<file path="src/rtl/deser_pkg.sv">
// Shared types and helpers for the serial-to-parallel frame controller.
package deser_pkg;

    typedef enum logic {
        IDLE  = 1'b0,
        SHIFT = 1'b1
    } state_e;

    // The counter must hold DATA_WIDTH so that the "last bit" compare fits.
    function automatic int cnt_width(input int data_width);
        return $clog2(data_width + 1);
    endfunction

endpackage

</file>
<file path="src/rtl/deser_shift.sv">
// MSB-first shift register. A clear that coincides with a shift seeds the register with din.
module deser_shift #(
    parameter int DATA_WIDTH = 16
) (
    input  logic                  clk,
    input  logic                  resetn,
    input  logic                  clr,
    input  logic                  en,
    input  logic                  din,
    output logic [DATA_WIDTH-1:0] q
);

    logic [DATA_WIDTH-1:0] shift_q;
    logic [DATA_WIDTH-1:0] shift_d;

    always_comb begin
        shift_d = shift_q;
        if (clr) begin
            shift_d = en ? {{(DATA_WIDTH-1){1'b0}}, din} : '0;
        end else if (en) begin
            shift_d = {shift_q[DATA_WIDTH-2:0], din};
        end
    end

    always_ff @(posedge clk) begin
        if (!resetn) begin
            shift_q <= '0;
        end else begin
            shift_q <= shift_d;
        end
    end

    assign q = shift_q;

endmodule

</file>
<file path="src/rtl/deser_frame_ctrl.sv">
// Frame controller: sof alignment, bit counting, one-word output buffer and sticky error flags.
module deser_frame_ctrl
    import deser_pkg::*;
#(
    parameter int DATA_WIDTH = 16
) (
    input  logic                  clk,
    input  logic                  resetn,
    input  logic                  din,
    input  logic                  din_valid,
    input  logic                  sof,
    input  logic                  frame_end,
    input  logic                  err_clr,
    input  logic                  dout_ready,
    output logic [DATA_WIDTH-1:0] dout,
    output logic                  dout_valid,
    output logic                  busy,
    output logic                  overflow,
    output logic                  sync_err
);

    localparam int             CW       = cnt_width(DATA_WIDTH);
    localparam logic [CW-1:0]  CNT_LAST = CW'(DATA_WIDTH - 1);
    localparam logic [CW-1:0]  CNT_ONE  = CW'(1);

    state_e                state_q, state_d;
    logic [CW-1:0]         bit_cnt_q, bit_cnt_d;
    logic [DATA_WIDTH-1:0] dout_q, dout_d;
    logic                  dout_valid_q, dout_valid_d;
    logic                  overflow_q, overflow_d;
    logic                  sync_err_q, sync_err_d;

    logic                  shift_clr;
    logic                  shift_en;
    logic [DATA_WIDTH-1:0] shift_q;
    logic                  word_done;
    logic                  sync_set;
    logic                  ovf_set;
    logic [DATA_WIDTH-1:0] word;

    deser_shift #(
        .DATA_WIDTH(DATA_WIDTH)
    ) u_shift (
        .clk    (clk),
        .resetn (resetn),
        .clr    (shift_clr),
        .en     (shift_en),
        .din    (din),
        .q      (shift_q)
    );

    // The completed word includes the bit arriving this cycle.
    assign word = {shift_q[DATA_WIDTH-2:0], din};

    always_comb begin
        state_d   = state_q;
        bit_cnt_d = bit_cnt_q;
        shift_clr = 1'b0;
        shift_en  = 1'b0;
        word_done = 1'b0;
        sync_set  = 1'b0;

        if (frame_end) begin
            state_d   = IDLE;
            bit_cnt_d = '0;
            sync_set  = (bit_cnt_q != '0);
        end else if (din_valid && sof) begin
            state_d   = SHIFT;
            shift_clr = 1'b1;
            shift_en  = 1'b1;
            bit_cnt_d = CNT_ONE;
            sync_set  = (state_q == SHIFT) && (bit_cnt_q != '0);
        end else if (din_valid && (state_q == SHIFT)) begin
            shift_en = 1'b1;
            if (bit_cnt_q == CNT_LAST) begin
                word_done = 1'b1;
                bit_cnt_d = '0;
            end else begin
                bit_cnt_d = bit_cnt_q + CNT_ONE;
            end
        end
    end

    // A finished word may replace the buffered one only when it is leaving this cycle.
    always_comb begin
        dout_d       = dout_q;
        dout_valid_d = dout_valid_q;
        ovf_set      = 1'b0;

        if (word_done) begin
            if (!dout_valid_q || dout_ready) begin
                dout_d       = word;
                dout_valid_d = 1'b1;
            end else begin
                ovf_set = 1'b1;
            end
        end else if (dout_valid_q && dout_ready) begin
            dout_valid_d = 1'b0;
        end

        overflow_d = ovf_set  | (overflow_q & ~err_clr);
        sync_err_d = sync_set | (sync_err_q & ~err_clr);
    end

    always_ff @(posedge clk) begin
        if (!resetn) begin
            state_q      <= IDLE;
            bit_cnt_q    <= '0;
            dout_q       <= '0;
            dout_valid_q <= 1'b0;
            overflow_q   <= 1'b0;
            sync_err_q   <= 1'b0;
        end else begin
            state_q      <= state_d;
            bit_cnt_q    <= bit_cnt_d;
            dout_q       <= dout_d;
            dout_valid_q <= dout_valid_d;
            overflow_q   <= overflow_d;
            sync_err_q   <= sync_err_d;
        end
    end

    assign dout       = dout_q;
    assign dout_valid = dout_valid_q;
    assign busy       = (state_q == SHIFT);
    assign overflow   = overflow_q;
    assign sync_err   = sync_err_q;

endmodule

</file>
<file path="config.mk">
export PLATFORM = sky130hd
export DESIGN_NAME = deser_frame_ctrl
export DESIGN_NICKNAME = d
export VERILOG_FILES = /design/src/rtl/deser_pkg.sv /design/src/rtl/deser_shift.sv /design/src/rtl/deser_frame_ctrl.sv
export SDC_FILE = /design/constraint.sdc
export NUM_CORES = 1
export LEC_CHECK = 0
export BUFFER_PORTS_ARGS = -buffer_cell sky130_fd_sc_hd__clkbuf_2
export CELL_PAD_IN_SITES_DETAIL_PLACEMENT = 0
export CELL_PAD_IN_SITES_GLOBAL_PLACEMENT = 1
export CORE_MARGIN = 2
export CORE_UTILIZATION = 45
export CTS_BUF_LIST = sky130_fd_sc_hd__clkbuf_2
export DETAILED_ROUTE_END_ITERATION = 16
export GPL_ROUTABILITY_DRIVEN = 0
export PLACE_DENSITY_LB_ADDON = 0.25
export SLEW_MARGIN = 20
export SYNTH_ARGS = -nofsm -noshare
export SYNTH_HDL_FRONTEND = slang
export SYNTH_SLANG_ARGS = --single-unit
</file>
<file path="constraint.sdc">
create_clock -name clk -period 2.7 [get_ports clk]
set_input_delay 0.54 -clock clk [delete_from_list [all_inputs] [get_ports clk]]
set_output_delay 0.54 -clock clk [all_outputs]
set_load 0.05 [all_outputs]
</file>
==> results of run 1 <==
## how the worst max path moves through the flow
stage / from / to / slack, ps
floorplan: busy / dout[0] / 880
global placement: din_valid / u_shift.q[0] / 940
detailed placement: din_valid / u_shift.q[0] / 900
CTS: busy / busy / 860
global route: busy / busy / 760
finish: busy / busy / 890
## layer usage
layer,GRT usage,routed length [um],vias to the layer above,part of all wire
li1,-,-,686,-
met1,0.1801,1341,637,0.44
met2,0.2904,1480,23,0.49
met3,0.05651,149,5,0.049
met4,0.07292,55,0,0.018
met5,0,0,-,0
## tightest hold or removal path, stage by stage
cell and delay, ps:
clkbuf_2 90, nand2_1 50, mux2i_1 60
## registers in the layout, summed over array words and instances, names as in the netlist
name        cells
busy            1
u_shift.q      15
bit_cnt_q       5
sync_err        1
dout_valid      1
overflow        1
dout           16
## power breakdown
| part | internal, mW | total [mW] | switching, mW |
|---|---|---|---|
| Clock | 0.0618 | 0.239 | 0.177 |
| Combinational | 0.0147 | 0.0446 | 0.0299 |
| Sequential | 0.593 | 0.596 | 0.00273 |
| Total | 0.670 | 0.879 | 0.210 |
## cells by family after synthesis
family	after synthesis	share of synthesized area
flops	40	0.4665
buf+inv	15	0.04664
xor+xnor	1	0.005103
mux	16	0.09329
fa+ha+maj	2	0.01457
compound gates	39	0.1450
simple gates	76	0.2289
## cell usage after synthesis
cell type / instances
a21boi_0: 14
a21boi_1: 1
a21oi_1: 2
a311oi_1: 1
a31oi_1: 2
a41oi_1: 1
and2_1: 2
and4bb_2: 1
buf_12: 1
buf_4: 2
clkbuf_1: 9
dfxtp_1: 40
ha_1: 2
inv_1: 3
mux2i_1: 16
nand2_1: 52
nand2b_1: 3
nand3_1: 3
nand4_1: 1
nand4b_4: 1
nand4bb_4: 1
nor2_1: 5
nor2b_1: 2
nor3_4: 1
nor3b_1: 1
nor4b_1: 2
o21a_1: 2
o21ai_0: 15
o22ai_1: 1
or3b_2: 1
xor2_1: 1
## final cells by class
| class | count | share of cell area |
|---|---|---|
| sequential | 40 | 0.4230 |
| clock buffer | 6 | 0.01586 |
| multi-input combinational | 134 | 0.4415 |
| tap | 48 | 0.03172 |
| inverter | 3 | 0.005948 |
| timing repair buffer | 29 | 0.07931 |
| clock inverter | 1 | 0.002644 |
## stage by stage
stage | cell area (um^2) | cells | power [mW] | hold slack [ps] | setup WS, ps
after floorplan | 1717 | 189 | 0.6415 | 434.6 | 884.3
after global placement | 1858 | 254 | 0.6516 | 441.5 | 942.6
after detailed placement | 1858 | 254 | 0.6531 | 446.3 | 900.1
after CTS | 1893 | 261 | 0.8997 | 348.6 | 857.3
after global routing | 1893 | 261 | 0.9345 | 344.7 | 756.0
final | 1893 | 261 | 0.8792 | 382.7 | 886.7
==> flow_summary.toml, run 1 <==
[sta]
max_slew.worst_pin.slew_ps = 808.2
setup_viol = 0
max_freq_mhz = 551.5
slew_viol_final = 0
grt_setup_unrepaired = "no"
slew_headroom = 0.4592
finalCritPeriodShare = 0.6716
clock_skew_ps = 4.995
period_minus_slack_ps = 1813
tns_ps = 0
hold_viol = 0

[setup_path]
crit_family = "flip-flops"
critPathMaxStageDelay_ps = 550
cp_cell_sequence = "clkbuf_2"
endpoint_kind = "primary output"
path_depth = 1
cp_num_buf_inv = 1
r2r_setup_slack_ps = 1120
startpoint_type = "register"
path_class = "reg2out"
r2r_cells = 5
critical_path_arrival_ps = 1270
worstPathRequired_ps = 2160
cp_max_fo = 10
worst_path_max_delay_cell = "dfxtp_1"
worstReg2RegEnd = "dout[9]"
r2r-start = "bit_cnt_q[0]"

[min_path]
hp-start = "din"
hold_path_end = "dout[0]"
min-delay-path-class = "in2reg"
holdPathStages = 3

[pwr]
peakVddDrop_mv = 0.2366
power_density_mw_per_mm2 = 464.4
cellLeakagePower_nw = 0.6950

[yosys]
syn_area_per_cell_um2 = 9.083
syn_nets = 199
yosys_warnings = 0
ys_ff_latch = 40
syn-cell-area_mm2 = 0.001717
ys_types = 31
synth-seq-area-share = 0.4665
synth_top_area_frac = 0.4665
ys_top_cells_by_area = "dfxtp_1 (47%), nand2_1 (11%), mux2i_1 (9.3%)"
yosysTopAreaCell = "dfxtp_1"
synth_cells = 189

[clocking]
clock-root-buffer = "clkbuf_2"
clockBufferDepth = 2
ctsHoldBuffers = 0
htree_num_levels = 2
cts.clk_slew.worst_paths_ps = 170
worstSkewPairLatency_ps = 380
cts_setup_buffers = 0
cts_num_sinks = 40
cts_tree = "yes"
cts_buffers = 5
cts_resized = 0

[floorplan]
io_pins = 28
die_area_mm2 = 0.004325
die_h_um = 65.77
initial_core_util = 0.4689
core_area_mm2 = 0.003661
die_w_um = 65.77
rows = 22

[routing]
ant_nets = 0
vias = 1351
drt_iter0_markers = 39
dr.pass1.iters = 4
wl_mm = 3.027
viasPerCell = 5.176
drc_errors = 0
wire_per_inst_um = 11.60

[grt]
antenna_found_initial = 0
grt_pass1_wl_mm = 5.513
grt_usage = 0.1660
overflow = 0
grt_max_degree = 46
grt_pass1_vias = 1310

[place]
place_hpwl_mm = 2.095
io_buffers = 27

[layout]
final_core_util = 0.5171
multi_input_area_um2 = 835.8
layout_common_cells = "nand2_1 (52), dfxtp_1 (40), clkbuf_2 (33)"
regArea_um2 = 800.8
area_growth_pct = 10.28
drive_gt1_frac = 0.1925
fill_cells = 364
antenna_cells = 0
final_common_cell = "nand2_1"
nNetsFinal = 223

[flow_run]
maxCapViolations = 0

[outcome]
status = "finished, final reports clean"
(Power assumes the default switching activity.)
==> inputs of run 2 (changes only) <==
Settings changed: CORE_UTILIZATION 45 to 39.
Clock period 2.7 ns to 1.65 ns, I/O delays scaled along.
==> flow_summary.toml, run 2 (same netlist as run 1, synthesis figures left out) <==
[setup_path]
cp_max_fo = 10
critPathMaxStageDelay_ps = 500
worstPathRequired_ps = 1320
crit_family = "flip-flops"
path_class = "reg2out"
endpoint_kind = "primary output"
cp_num_buf_inv = 1
startpoint_type = "register"
worst_path_max_delay_cell = "dfxtp_2"
critical_path_arrival_ps = 1190
cp_cell_sequence = "buf_2"

[clocking]
htree_num_levels = 2
cts_num_sinks = 40
cts_tree = "yes"
cts_buffers = 5
cts_setup_buffers = 0
cts.clk_slew.worst_paths_ps = 190
clockBufferDepth = 2
worstSkewPairLatency_ps = 380
clock-root-buffer = "clkbuf_2"
ctsHoldBuffers = 0

[pwr]
power_mw = 1.452
cellLeakagePower_nw = 0.7082
power_density_mw_per_mm2 = 753.7
peakVddDrop_mv = 0.3483

[floorplan]
die_h_um = 70.35
die_w_um = 70.35
core_area_mm2 = 0.004294
io_pins = 28
die_area_mm2 = 0.004948
initial_core_util = 0.3998
rows = 24

[sta]
slew_headroom = 0.7142
tns_ps = 0
grt_setup_unrepaired = "no"
slew_viol_final = 0
finalCritPeriodShare = 0.9194
max_freq_mhz = 659.2
period_minus_slack_ps = 1517
max_slew.worst_pin.slew_ps = 428.7
hold_ws_ps = 187.1
setup_viol = 0
hold_viol = 0
clock_skew_ps = 12.31

[routing]
wl_mm = 3.428
drc_errors = 0
vias = 1367
wire_per_inst_um = 12.84
viasPerCell = 5.120
drt_iter0_markers = 36
dr.pass1.iters = 4
ant_nets = 0

[layout]
layout_common_cells = "nand2_1 (52), dfxtp_1 (39), clkbuf_2 (32)"
antenna_cells = 0
final_common_cell = "nand2_1"
drive_gt1_frac = 0.2047
nNetsFinal = 225
area_growth_pct = 12.25
largest_register_ffs = 16
final_core_util = 0.4487

[outcome]
status = "finished, final reports clean"

[grt]
overflow = 0
antenna_found_initial = 0
grt_pass1_vias = 1390
grt_usage = 0.1564
grt_max_degree = 51
grt_pass1_wl_mm = 6.085

[place]
place_hpwl_mm = 2.429
io_buffers = 27

[min_path]
min-delay-path-class = "in2reg"

[flow_run]
maxCapViolations = 0
==> run 2: changes by cell type in the layout (fill, tap and decap cells not counted) <==
cell and delta:
buf_12 +1, buf_2 +1, buf_4 +1, clkbuf_2 -1
dfxtp_1 -1, dfxtp_2 +1
==> run 2: metal layers <==
layer | share of wire | wire length [um] | up-vias | GRT usage
met5 | 0 | 0 | - | 0
met1 | 0.43 | 1490 | 635 | 0.1734
met4 | 0.018 | 61 | 0 | 0.07051
met2 | 0.50 | 1718 | 31 | 0.2642
li1 | - | - | 693 | -
met3 | 0.046 | 157 | 8 | 0.05916
==> run 2: area by class of cell <==
class / count / area [um^2]
sequential: 40 / 802.0
fill: 438 / 2367
multi-input combinational: 134 / 835.8
tap: 52 / 65.06
timing repair buffer: 31 / 177.7
clock inverter: 1 / 5.005
inverter: 3 / 11.26
clock buffer: 6 / 30.03
==> run 2: timing repair <==
| action | in CTS | in global routing |
|---|---|---|
| endpoints found under the hold margin | 0 | 0 |
| resized for setup | 0 | 1 |
| endpoints found under the setup margin | 0 | 1 |
==> run 2: where the power goes <==
| part | internal [mW] | leakage (nW) | total, mW | switching (mW) |
|---|---|---|---|---|
| logic | 0.0277 | 0.357 | 0.0794 | 0.0517 |
| clock network | 0.101 | 0.0288 | 0.397 | 0.296 |
| registers | 0.971 | 0.323 | 0.976 | 0.00509 |
==> run 2: metrics by stage <==
step / worst slack, ps / cell area [um^2] / std cells
after floorplan: 11.19 / 1718 / 189
after global placement: 268.1 / 1892 / 260
after detailed placement: 181.6 / 1892 / 260
after CTS: 83.99 / 1927 / 267
after global routing: 13.15 / 1927 / 267
final: 133.1 / 1927 / 267
==> run 2: worst paths after layout <==
check | cells past startpoint | endpoint | slack, ps | start
worst min register to register | 2 | dout[3] | 470 | dout[3]
worst max-delay path | 1 | busy | 130 | busy
worst min-delay path | 3 | dout[0] | 190 | din
worst max register to register | 5 | dout[0] | 150 | bit_cnt_q[0]
